===== config.mk =====
export PLATFORM = sky130hd
export DESIGN_NAME = mem_bist_engine
export DESIGN_NICKNAME = d
export VERILOG_FILES = /design/src/rtl/mem_bist_engine.sv
export SDC_FILE = /design/constraint.sdc
export NUM_CORES = 1
export LEC_CHECK = 0
export ABC_CLOCK_PERIOD_IN_PS = 3100
export BUFFER_PORTS_ARGS = -buffer_cell sky130_fd_sc_hd__buf_2
export CAP_MARGIN = 20
export CELL_PAD_IN_SITES_DETAIL_PLACEMENT = 0
export CELL_PAD_IN_SITES_GLOBAL_PLACEMENT = 2
export CORE_UTILIZATION = 32
export DETAILED_ROUTE_END_ITERATION = 7
export PLACE_DENSITY_LB_ADDON = 0.1
export RECOVER_POWER = 50
export SYNTH_ARGS = -nofsm -noshare
export SYNTH_HDL_FRONTEND = slang
export SYNTH_SLANG_ARGS = --single-unit

===== constraint.sdc =====
create_clock -name clk -period 3.1 [get_ports clk]
set_clock_uncertainty 0.2 [all_clocks]
set_input_delay 0.31 -clock clk [delete_from_list [all_inputs] [get_ports clk]]
set_output_delay 0.31 -clock clk [all_outputs]
set_load 0.005 [all_outputs]

===== src/rtl/mem_bist_engine.sv =====
// rtl/mem_bist_engine.sv - memory BIST engine: zeros / data=addr / LFSR sweeps with first-failure capture
// Optional MEM_BIST_STOP_ON_FAIL_EN: end the test at the first mismatch.
module mem_bist_engine #(
  parameter int          ADDR_W    = 5,
  parameter int          DATA_W    = 8,
  parameter logic [15:0] LFSR_SEED = 16'hACE1,
  parameter int          ERR_W     = 16
) (
  input  logic              clk,
  input  logic              rst_n,
  input  logic              start,
  input  logic [1:0]        mode,
  output logic              busy,
  output logic              done,
  output logic              pass,
  output logic [ERR_W-1:0]  err_count,
  output logic [ADDR_W-1:0] fail_addr,
  output logic [DATA_W-1:0] fail_exp,
  output logic [DATA_W-1:0] fail_act,
  output logic [ADDR_W-1:0] mem_addr,
  output logic [DATA_W-1:0] mem_wdata,
  output logic              mem_write,
  output logic              mem_read,
  input  logic [DATA_W-1:0] mem_rdata
);

  typedef enum logic [2:0] {S_IDLE, S_WRITE, S_READ, S_CMP, S_DONE} state_t;

  state_t           state;
  logic [1:0]       mode_q;
  logic [1:0]       pidx;
  logic [15:0]      lfsr;
  logic [15:0]      lfsr_nxt;
  logic [1:0]       start_pidx;
  logic [DATA_W-1:0] cur_exp;
  logic             mismatch;
  logic             last_addr;
  logic             more_passes;
  logic             stop_now;
  logic [ERR_W-1:0] err_nxt;

  function automatic logic [DATA_W-1:0] exp_data(input logic [1:0] p,
                                                 input logic [ADDR_W-1:0] a,
                                                 input logic [15:0] l);
    case (p)
      2'd0:    exp_data = '0;
      2'd1:    exp_data = DATA_W'(a);
      default: exp_data = l[DATA_W-1:0];
    endcase
  endfunction

  always_comb begin
    lfsr_nxt    = lfsr[0] ? ((lfsr >> 1) ^ 16'hB400) : (lfsr >> 1);
    start_pidx  = (mode == 2'd3) ? 2'd0 : mode;
    cur_exp     = exp_data(pidx, mem_addr, lfsr);
    mismatch    = (state == S_CMP) && (mem_rdata != cur_exp);
    last_addr   = &mem_addr;
    more_passes = (mode_q == 2'd3) && (pidx != 2'd2);
    err_nxt     = err_count;
    if (mismatch && !(&err_count))
      err_nxt = err_count + ERR_W'(1);
`ifdef MEM_BIST_STOP_ON_FAIL_EN
    stop_now = mismatch;
`else
    stop_now = 1'b0;
`endif
  end

  always_ff @(posedge clk or negedge rst_n) begin
    if (!rst_n) begin
      state     <= S_IDLE;
      mode_q    <= 2'd0;
      pidx      <= 2'd0;
      lfsr      <= LFSR_SEED;
      busy      <= 1'b0;
      done      <= 1'b0;
      pass      <= 1'b0;
      err_count <= '0;
      fail_addr <= '0;
      fail_exp  <= '0;
      fail_act  <= '0;
      mem_addr  <= '0;
      mem_wdata <= '0;
      mem_write <= 1'b0;
      mem_read  <= 1'b0;
    end else begin
      case (state)
        S_IDLE, S_DONE: begin
          if (start) begin
            mode_q    <= mode;
            pidx      <= start_pidx;
            state     <= S_WRITE;
            mem_addr  <= '0;
            lfsr      <= LFSR_SEED;
            mem_write <= 1'b1;
            mem_wdata <= exp_data(start_pidx, '0, LFSR_SEED);
            busy      <= 1'b1;
            done      <= 1'b0;
            pass      <= 1'b0;
            err_count <= '0;
            fail_addr <= '0;
            fail_exp  <= '0;
            fail_act  <= '0;
          end
        end
        S_WRITE: begin
          if (last_addr) begin
            state     <= S_READ;
            mem_addr  <= '0;
            lfsr      <= LFSR_SEED;
            mem_write <= 1'b0;
            mem_wdata <= '0;
            mem_read  <= 1'b1;
          end else begin
            mem_addr  <= mem_addr + ADDR_W'(1);
            lfsr      <= lfsr_nxt;
            mem_wdata <= exp_data(pidx, mem_addr + ADDR_W'(1), lfsr_nxt);
          end
        end
        S_READ: begin
          mem_read <= 1'b0;
          state    <= S_CMP;
        end
        S_CMP: begin
          err_count <= err_nxt;
          // Only the first failure of the whole test is kept.
          if (mismatch && err_count == '0) begin
            fail_addr <= mem_addr;
            fail_exp  <= cur_exp;
            fail_act  <= mem_rdata;
          end
          if (stop_now || (last_addr && !more_passes)) begin
            state <= S_DONE;
            busy  <= 1'b0;
            done  <= 1'b1;
            pass  <= (err_nxt == '0);
          end else if (last_addr) begin
            pidx      <= pidx + 2'd1;
            state     <= S_WRITE;
            mem_addr  <= '0;
            lfsr      <= LFSR_SEED;
            mem_write <= 1'b1;
            mem_wdata <= exp_data(pidx + 2'd1, '0, LFSR_SEED);
          end else begin
            state    <= S_READ;
            mem_addr <= mem_addr + ADDR_W'(1);
            lfsr     <= lfsr_nxt;
            mem_read <= 1'b1;
          end
        end
        default: begin
          state     <= S_IDLE;
          busy      <= 1'b0;
          mem_write <= 1'b0;
          mem_read  <= 1'b0;
        end
      endcase
    end
  end

endmodule


# ---- Word-level counts from Yosys, hierarchy flattened
# Index checks and enable logic that the tools add are counted.
dict set report word_totals {
  ff_bits 78
  output_inout_bits 55
}
dict set report classes {
  addsub 3
  eq_ne 18
  n_mux 53
  n_bitwise 4
  n_reduce_logical 32
}
# cell count
set ops {}
lappend ops {{16-bit 2-to-1 mux} 6}
lappend ops {{8-bit 2-to-1 mux} 9}
lappend ops {{8-bit case mux with 2 select lines} 4}
lappend ops {{16-bit case mux with 3 select lines} 1}
lappend ops {{16-bit logical NOT} 2}
lappend ops {{16-bit case mux with 2 select lines} 1}
lappend ops {{8-bit case mux with 3 select lines} 1}
lappend ops {{5-bit 2-to-1 mux} 4}
lappend ops {{16-bit by 1-bit adder with 16-bit output (second input constant)} 1}
lappend ops {{16-bit AND reduction} 1}
lappend ops {{5-bit case mux with 3 select lines} 1}
lappend ops {{2-bit inequality test (second input constant)} 6}
lappend ops {{3-bit case mux with 4 select lines} 1}
lappend ops {{3-bit AND reduction} 4}
lappend ops {{4-bit AND reduction} 3}
lappend ops {{1-bit 2-to-1 mux} 10}
lappend ops {{2-bit 2-to-1 mux} 5}
lappend ops {{5-bit case mux with 2 select lines} 1}
lappend ops {{5-bit AND reduction} 2}
lappend ops {{3-bit 2-to-1 mux} 3}
lappend ops {{8-bit inequality test} 1}
lappend ops {{2-bit OR reduction} 4}
lappend ops {{2-bit by 1-bit == test with 1-bit output (second input constant)} 3}
lappend ops {{3-bit by 2-bit == test with 1-bit output (second input constant)} 2}
lappend ops {{other kinds (19)} 34}

# ---- Logic depth before layout (Yosys ltp)
# Gate-level depths: netlist of the first run.
dict set report logic_depth {
  ltp_word 9
  ltp_mapped 14
  ltp_nobuf 11
}

# ---- Worst setup path before layout of the first run
# No wires, ideal clock.
dict set report synth_timing {
  kind {register -> register}
  startpoint {register pidx[0]}
  endpoint {register pass}
  setup_ns 0.092
  arrival_time_ns 2.627
  t_required_ns 2.808
  path_slack_ns 0.181
  path_stages_with_launch 14
  synth_period_minus_slack_ns 2.919
  cell_sequence {dfrtp_1 inv_1 ha_1 buf_4 nor2_2 buf_4 nand2_1 a21oi_1 or2_1 a31oi_4 nand4_2 xnor2_1 or4_1 o31ai_2}
}
dict set report synth_via {
  elab_chain_len 9
  word_cells_on_any_way 16
}
# element line
set synth_rtl {}
lappend synth_rtl {{start: declaration} 31} ;# logic [1:0] pidx;
lappend synth_rtl {{start signal: assignment} 91} ;# pidx <= start_pidx;
lappend synth_rtl {{start signal: assignment} 138} ;# pidx <= pidx + 2'd1;
lappend synth_rtl {{2-bit by 1-bit == test with 1-bit output or 2-bit logical NOT (tied branches)} 45} ;# case (p)
lappend synth_rtl {{8-bit case mux with 2 select lines} 45}
lappend synth_rtl {{8-bit inequality test} 56} ;# mismatch = (state == S_CMP) && (mem_rdata != cur_exp);
lappend synth_rtl {{1-bit logical AND} 56}
lappend synth_rtl {{1-bit logical AND} 60} ;# if (mismatch && !(&err_count))
lappend synth_rtl {{16-bit 2-to-1 mux} 60}
lappend synth_rtl {{16-bit logical NOT} 136} ;# pass <= (err_nxt == '0);
lappend synth_rtl {{1-bit 2-to-1 mux} 132} ;# if (stop_now || (last_addr && !more_passes)) begin
lappend synth_rtl {{1-bit case mux with 2 select lines} 87} ;# case (state)
lappend synth_rtl {{end signal: assignment} 136}
lappend synth_rtl {{end: declaration} 15} ;# output logic pass,
# Several ways; a longest one is shown, not always the timed one. The select of a mux whose other input is x is not followed.
# A chain may end at the register's enable or synchronous reset.

# ---- Final worst setup path of the first run
dict set report layout_timing {
  startpoint {register pidx[1]}
  endpoint {register pass}
}
# The elaborated chain is that of the path after synthesis.

==> results of run 1 <==
-- per-layer routing --
| layer | vias to the layer above | track usage | routed length, um |
|---|---|---|---|
| met5 | - | 0 | 0 |
| met4 | 0 | 0.0633 | 179 |
| met3 | 14 | 0.0431 | 520 |
| met2 | 85 | 0.288 | 5520 |
| met1 | 1828 | 0.295 | 6560 |
| li1 | 1853 | - | - |
-- state kept, by name (all words and copies together) (netlist names) --
signal,cells
fail_exp,8
mem_wdata,8
mem_write,1
mem_read,1
fail_act,8
mode_q,2
lfsr,16
state,3
fail_addr,5
done,1
mem_addr,5
busy,1
err_count,16
pidx,2
pass,1
-- worst reg2reg max path: cells and delay by family (launching register included) --
family	cells	cell delay [ps]
compound gates	6	1130
simple gates	3	880
flops	1	370
fa+ha+maj	1	200
buf+inv	1	130
-- through the flow --
step	cells	instance area, um2	util	total power, mW
after global routing	722	5320	0.418	5.48
after floorplan	447	4210	-	3.05
after CTS	720	5290	0.416	5.09
after global placement	701	4960	0.390	3.98
final	722	5320	0.418	5.08
after detailed placement	701	4960	0.390	3.99
-- placed cells by master (no fill, tap or decap), types with 9 or more instances in the layout --
cell,count
dfrtp_1,69
nand2_1,53
buf_2,52
buf_4,41
nor2_1,35
o21ai_0,30
a22o_1,29
a21oi_1,25
nand3_1,22
clkbuf_1,16
inv_1,10
xnor2_1,10
mux2i_1,9
clkbuf_16,9
-- cells by family (layout without fill, tap and decap cells) --
logic type	after synthesis	count (layout)	share of synthesized area
buffers and inverters	38	140	0.0404
DFF	78	78	0.466
and+or+nand+nor	164	164	0.195
adders and majority gates	7	7	0.0208
muxes	9	9	0.0214
AOI/OAI and AO/OA	136	137	0.226
xor gates and xnor gates	15	15	0.0312
-- power breakdown --
part	switching [mW]	leakage (nW)	total [mW]	internal, mW
Combinational	1.23	1.27	2.27	1.04
Clock	0.428	0.140	1.05	0.625
Sequential	0.339	0.987	1.76	1.42
-- cell type report --
type / instances / area [um2] / share of cell area
clock buffers: 11 / 233 / 0.0437
inverters: 12 / 45.0 / 0.00846
flip-flops and latches: 78 / 1960 / 0.369
repair buffers: 112 / 672 / 0.126
well taps: 172 / 215 / 0.0404
multi-input cells: 332 / 2130 / 0.401
clock inverters: 5 / 60.1 / 0.0113
-- final timing paths --
check	start	endpoint	slack, ps	cells after the start
hold / removal	mem_rdata[7]	fail_act[7]	60	2
setup reg to reg	pidx[1]	pass	110	11
min in group asynchronous	rst_n	fail_addr[1]	610	2
setup / recovery	pidx[1]	pass	110	11
hold reg to reg	fail_exp[7]	fail_exp[7]	260	2
max in group asynchronous	rst_n	pidx[0]	510	3
-- repair_timing --
| action | CTS | global route |
|---|---|---|
| setup buffers | 1 | 0 |
| gates cloned | 0 | 1 |
| endpoints found under the hold margin | 49 | 0 |
| hold buffers | 2 | 0 |
| setup endpoints to repair | 1 | 25 |
| resized for setup | 3 | 8 |
| pin swaps | 1 | 3 |
==> parameters.txt, run 1 <==
Parameter                              Value

Outcome
  Result of the run    finished, final reports clean

Job
  Max_cap viols    0

Clocking
  Total number of clock tree sinks    78
  Clock tree from TritonCTS    built
  Clock Latency Late Sink    340 ps
  H-tree level count    3
  Clock input transition at the sequential cells of the worst setup and hold paths    60 ps
  Clock buffer count from CTS    9
  Cell at the root of the clock tree    clkbuf_16
  Maximum clock insertion buffer count    2

Synthesis
  Yosys synthesis warning count    0
  Cell types with the highest counts after synthesis    70 x dfrtp_1, 53 x nand2_1, 35 x nor2_1
  Post-synthesis cell count    447
  Number of flops mapped to enable cells by yosys    0
  Leading post-synthesis cells by cell area    dfrtp_1 42%, a22o_1 6.0%, dfstp_2 5.0%
  Count leader, synth    dfrtp_1
  Fraction of the yosys area taken by sequential cells    0.466
  Area fraction of the dominant cell type after synthesis    0.416
  Area of the mapped netlist    4210 um2
  Dominant synthesized flop cell    dfrtp_1
  Post-Syn Nets    467
  Mean post-synth cell area    9.42 um2
  Netlist cell types    65
  Yosys reg bits    slightly below 80
  Top cell type by total area after synthesis    dfrtp_1
  Async SR Flop Fraction    1.00

Place
  I/O Buffers    67
  Pre-CTS setup slack    -88.9 ps
  DP HPWL    9140 um
  Final weighted congestion of routability-driven global placement    0.860

Timing
  Pin slew with the least headroom to its limit    1380 ps
  Pins over their slew limit    0
  Setup_tns    0 ps
  Count of endpoints failing hold in the final timing report    0
  Setup repair after global routing missed its margin    true
  Final Critical Period    2990 ps
  Post-layout worst setup margin    113 ps
  Final-report setup violation count    0
  Max-slew headroom    0.0798
  Worst hold slack after final layout    about 60 ps
  Fmax achieved    335 MHz
  Part of the cycle the worst path needs    0.963

Detailed routing
  Router iterations before antenna repair    4
  Vias per std cell    between 5 and 6
  Post-DR wirelength/cell    17.7 um
  Routed wire length    12800 um
  Antenna Nets Post-Route    0
  First DRT Iteration DRCs    between 200 and 250
  Remaining design rule violation count    0
  Vias post-DR    3780

Floorplan
  Initial standard-cell utilization of the core    0.331
  Total die area    13600 um2
  IO Count    68
  Number of core rows    41
  Die width    117 um
  Core area    between 10000 and 15000 um2
  Die Ht    roughly 120 um

Final layout
  Net count of the finished layout    roughly 570
  P&R area growth vs syn    26.4%
  Share of post-route cells with drive strength above 1    0.258
  Antenna diode instance count    0
  Filler cell count    between 1000 and 1500

Critical path
  Critical path class    flip-flop to flip-flop
  Delay contributed by the slowest stage of the critical path    around 550 ps
  Crit-path max FO    8
  Critical path buffer and inverter count    1
  CP endpoint kind    flip-flop
  Cell family with the largest share of critical-path delay    compound AO/OA/AOI/OAI gates
  Worst path cell trace    inv_1, ha_4, nand2b_1, a221o_1, o32ai_2, and3_4, a31oi_2, a31oi_1, o22ai_1, or4_1, o31ai_2
  Kind of start point of the critical path    flip-flop
  Worst endpoint required time    around 3200 ps
  Data arrival time of the critical path    around 3000 ps
  Cell with the largest stage delay on the worst path    or4_1

Power and ir drop
  Power density over cell area    954 nW/um2
  Pleak    roughly 2.4 nW
  Max VDD drop    0.000426 V

Global routing
  Global route overflow    0
  Global Route Usage Sum    0.200
  Number of antenna violations at the first check in global routing    0
  Number of global-route vias before repair    around 3600
  Global-route wire length before repair    20200 um
  Largest net degree at the start of global routing    79

Min path
  Path type of the worst min-delay path    input pin to flip-flop
Power figures use the tool's default switching activity.
==> run 2, diff against run 1 <==
- ABC_AREA: unset -> 1
- BUFFER_PORTS_ARGS: -buffer_cell sky130_fd_sc_hd__buf_2 -> -buffer_cell sky130_fd_sc_hd__buf_4
- CORE_UTILIZATION: 32 -> 30
==> parameters.txt, run 2 <==
Parameter                              Value

Outcome
  Result of the run    finished, final reports clean (unchanged)

Critical path
  CP endpoint kind    flip-flop (unchanged)
  Critical path class    flip-flop to flip-flop (unchanged)
  Data arrival time of the critical path    2900 ps (was 3050 ps)
  Crit-path max FO    17 (was 8)
  Worst endpoint required time    3190 ps (was 3160 ps)
  Kind of start point of the critical path    flip-flop (unchanged)

Detailed routing
  Antenna Nets Post-Route    0 (unchanged)
  Post-DR wirelength/cell    15.3 um (was 17.7 um)
  Router iterations before antenna repair    4 (unchanged)
  Remaining design rule violation count    0 (unchanged)
  Vias post-DR    3816 (was 3780)
  First DRT Iteration DRCs    209 (was 210)
  Routed wire length    12400 um (was 12800 um)
  Vias per std cell    4.71 (was 5.24)

Power and ir drop
  Switching component of the power    2.15 mW (was 1.99 mW)
  Power density over cell area    954 nW/um2 (about the same)
  Overall Power    5.10 mW (was 5.08 mW)
  Net switching share of the total power    0.422 (was 0.393)
  Pleak    2.63 nW (was 2.40 nW)
  Max VDD drop    0.000400 V (was 0.000426 V)
  Clock power share    0.201 (was 0.207)
  Part of the power in registers    0.333 (was 0.346)
  P_int    2.95 mW (was 3.08 mW)
  Power share of the combinational group    0.466 (was 0.446)

Synthesis
  Top cell type by total area after synthesis    dfrtp_1 (unchanged)
  Number of flops mapped to enable cells by yosys    0 (unchanged)
  Cell types with the highest counts after synthesis    130 x nand2_1, 77 x inv_1, 70 x dfrtp_1 (was 70 x dfrtp_1, 53 x nand2_1, 35 x nor2_1)
  Area of the mapped netlist    4310 um2 (was 4210 um2)
  Post-synthesis cell count    550 (was 447)
  Fraction of the yosys area taken by sequential cells    0.456 (was 0.466)
  Post-Syn Nets    570 (was 467)
  Leading post-synthesis cells by cell area    dfrtp_1 41%, nand2_1 11%, inv_1 6.7% (was dfrtp_1 42%, a22o_1 6.0%, dfstp_2 5.0%)
  Dominant synthesized flop cell    dfrtp_1 (unchanged)
  Netlist cell types    40 (was 65)
  Count leader, synth    nand2_1 (was dfrtp_1)
  Mean post-synth cell area    7.83 um2 (was 9.42 um2)
  Yosys synthesis warning count    0 (unchanged)
  Yosys reg bits    78 (unchanged)
  Area fraction of the dominant cell type after synthesis    0.407 (was 0.416)
  Async SR Flop Fraction    1.00 (unchanged)

Global routing
  Global Route Usage Sum    0.181 (was 0.200)
  Number of global-route vias before repair    3641 (was 3554)
  GR Util met2    0.255 (was 0.288)
  Largest net degree at the start of global routing    79 (unchanged)
  Met1 GRT Util    0.270 (was 0.295)
  Global-route wire length before repair    20100 um (was 20200 um)
  Met3 capacity usage during global routing    0.0304 (was 0.0431)
  GR peak layer    met1 (unchanged)
  Global route overflow    0 (unchanged)
  Number of antenna violations at the first check in global routing    0 (unchanged)

Clocking
  Clock tree from TritonCTS    built (unchanged)
  Maximum clock insertion buffer count    2 (unchanged)
  H-tree level count    3 (unchanged)
  Clock input transition at the sequential cells of the worst setup and hold paths    70 ps (was 60 ps)
  Total number of clock tree sinks    78 (unchanged)
  Clock Latency Late Sink    350 ps (was 340 ps)
  Resized Gates After CTS    0 (was 3)
  Cell at the root of the clock tree    clkbuf_16 (unchanged)
  Clock buffer count from CTS    9 (unchanged)

Timing
  Setup_tns    0 ps (unchanged)
  Setup repair after global routing missed its margin    false (was true)
  Pins over their slew limit    0 (unchanged)
  Final Critical Period    2810 ps (was 2990 ps)
  Pin slew with the least headroom to its limit    1420 ps (was 1380 ps)
  Max-slew headroom    0.0551 (was 0.0798)
  Part of the cycle the worst path needs    0.905 (was 0.963)
  Worst hold slack after final layout    15.1 ps (was 60.7 ps)
  Final-report setup violation count    0 (unchanged)
  Count of endpoints failing hold in the final timing report    0 (unchanged)
  Fmax achieved    356 MHz (was 335 MHz)

Floorplan
  Initial standard-cell utilization of the core    0.309 (was 0.331)
  Total die area    14800 um2 (was 13600 um2)
  Die Ht    122 um (was 117 um)
  Die width    122 um (was 117 um)
  Core area    13900 um2 (was 12700 um2)
  IO Count    68 (unchanged)
  Number of core rows    43 (was 41)

Final layout
  Antenna diode instance count    0 (unchanged)
  Net count of the finished layout    646 (was 565)
  Share of post-route cells with drive strength above 1    0.209 (was 0.258)
  Most frequent cells in the layout    130 x nand2_1, 77 x inv_1, 70 x dfrtp_1 (was 69 x dfrtp_1, 53 x nand2_1, 52 x buf_2)
  P&R area growth vs syn    24.3% (was 26.4%)
  Commonest non-fill, non-tap cell in the layout    nand2_1 (was dfrtp_1)
  Final standard cell area without fillers    5350 um2 (was 5320 um2)
  Fin cells    811 (was 722)
  Biggest registers after layout    err_count x16, lfsr x16 (unchanged)
  Filler cell count    1481 (was 1308)

Min path
  Path type of the worst min-delay path    input pin to flip-flop (unchanged)

Place
  DP HPWL    8980 um (was 9140 um)
  I/O Buffers    67 (unchanged)
  Area post-placement    5020 um2 (was 4960 um2)
  Number of placed instances, taps included    789 (was 701)
  Final weighted congestion of routability-driven global placement    0.800 (was 0.860)

Job
  Max_cap viols    0 (unchanged)
run 2: cell count changes in the layout (fill, tap and decap cells not counted), moves of 8 or more:
cell	before	now
mux2i_1	9	0
a22o_1	29	2
inv_1	10	77
buf_4	41	53
clkbuf_4	1	28
buf_2	52	0
nand2_1	53	130
o22ai_1	4	12
nand3_1	22	37
clkbuf_1	16	1
o21ai_0	30	45
run 2: area by class of cell:
cell class              instances  area (um2)  area share
repair buffers                 85         652       0.122
flip-flops and latches         78        1960       0.367
multi-input cells             367        1910       0.357
clock inverters                 7        55.1      0.0103
clock buffers                   9         225      0.0421
well taps                     180         225      0.0421
inverters                      85         319      0.0596
run 2: per-layer routing:
| metal | vias to the layer above | part of all wire |
|---|---|---|
| met3 | 12 | 0.040 |
| met1 | 1782 | 0.52 |
| met2 | 82 | 0.42 |
| li1 | 1940 | - |
| met5 | - | 0 |
| met4 | 0 | 0.018 |
run 2: critical path, stage by stage, from the launching register on:
cell and delay [ps]:
dfrtp_1 380, inv_1 90, ha_1 240, nor2_4 250
nand2_1 120, clkinv_1 130, nand2_1 60, nand2_1 50
nand2_1 70, nor2_4 130, nand3_4 170, nand3_4 220
inv_2 100, o21ai_1 190, nand2_1 70, nor2_1 110
nand3_1 80, nand2_1 60
run 2: worst paths after layout:
kind	from	end	slack, ps	cells past startpoint
setup / recovery	pidx[0]	pass	290	17
hold / removal	mem_rdata[6]	fail_act[6]	20	3
setup reg to reg	pidx[0]	pass	290	17
hold reg to reg	lfsr[15]	lfsr[15]	270	2
max in group asynchronous	rst_n	mem_write	530	3
min in group asynchronous	rst_n	fail_act[7]	620	2
run 2: what timing repair did:
action                                  4_1_cts  5_1_grt
hold buffers                                  2        0
endpoints found under the hold margin        61        0
buffers inserted                              0        3
endpoints found under the setup margin        0        1
run 2: logic make-up (layout without fill, tap and decap cells):
| family | count (synthesis) | after routing | synth area share |
|---|---|---|---|
| compound gates | 93 | 93 | 0.120 |
| xor+xnor | 15 | 15 | 0.0305 |
| fa+ha+maj | 7 | 7 | 0.0203 |
| buf+inv | 105 | 186 | 0.100 |
| flops | 78 | 78 | 0.456 |
| mux | 1 | 1 | 0.00261 |
| simple gates | 251 | 251 | 0.271 |
run 2: power groups by stage:
stage               registers, mW  logic (mW)  clock network [mW]
floorplan                    1.68        1.48                   0
global placement             1.72        2.37                   0
finish                       1.70        2.38                1.03
global route                 1.75        2.70                1.11
CTS                          1.71        2.39                1.07
detailed placement           1.72        2.38                   0
run 2: through the flow:
| stage | setup slack [ps] | util |
|---|---|---|
| after floorplan | 826 | - |
| after global placement | 225 | 0.361 |
| after detailed placement | 163 | 0.361 |
| after CTS | 150 | 0.382 |
| after global routing | 27.8 | 0.384 |
| final | 295 | 0.384 |
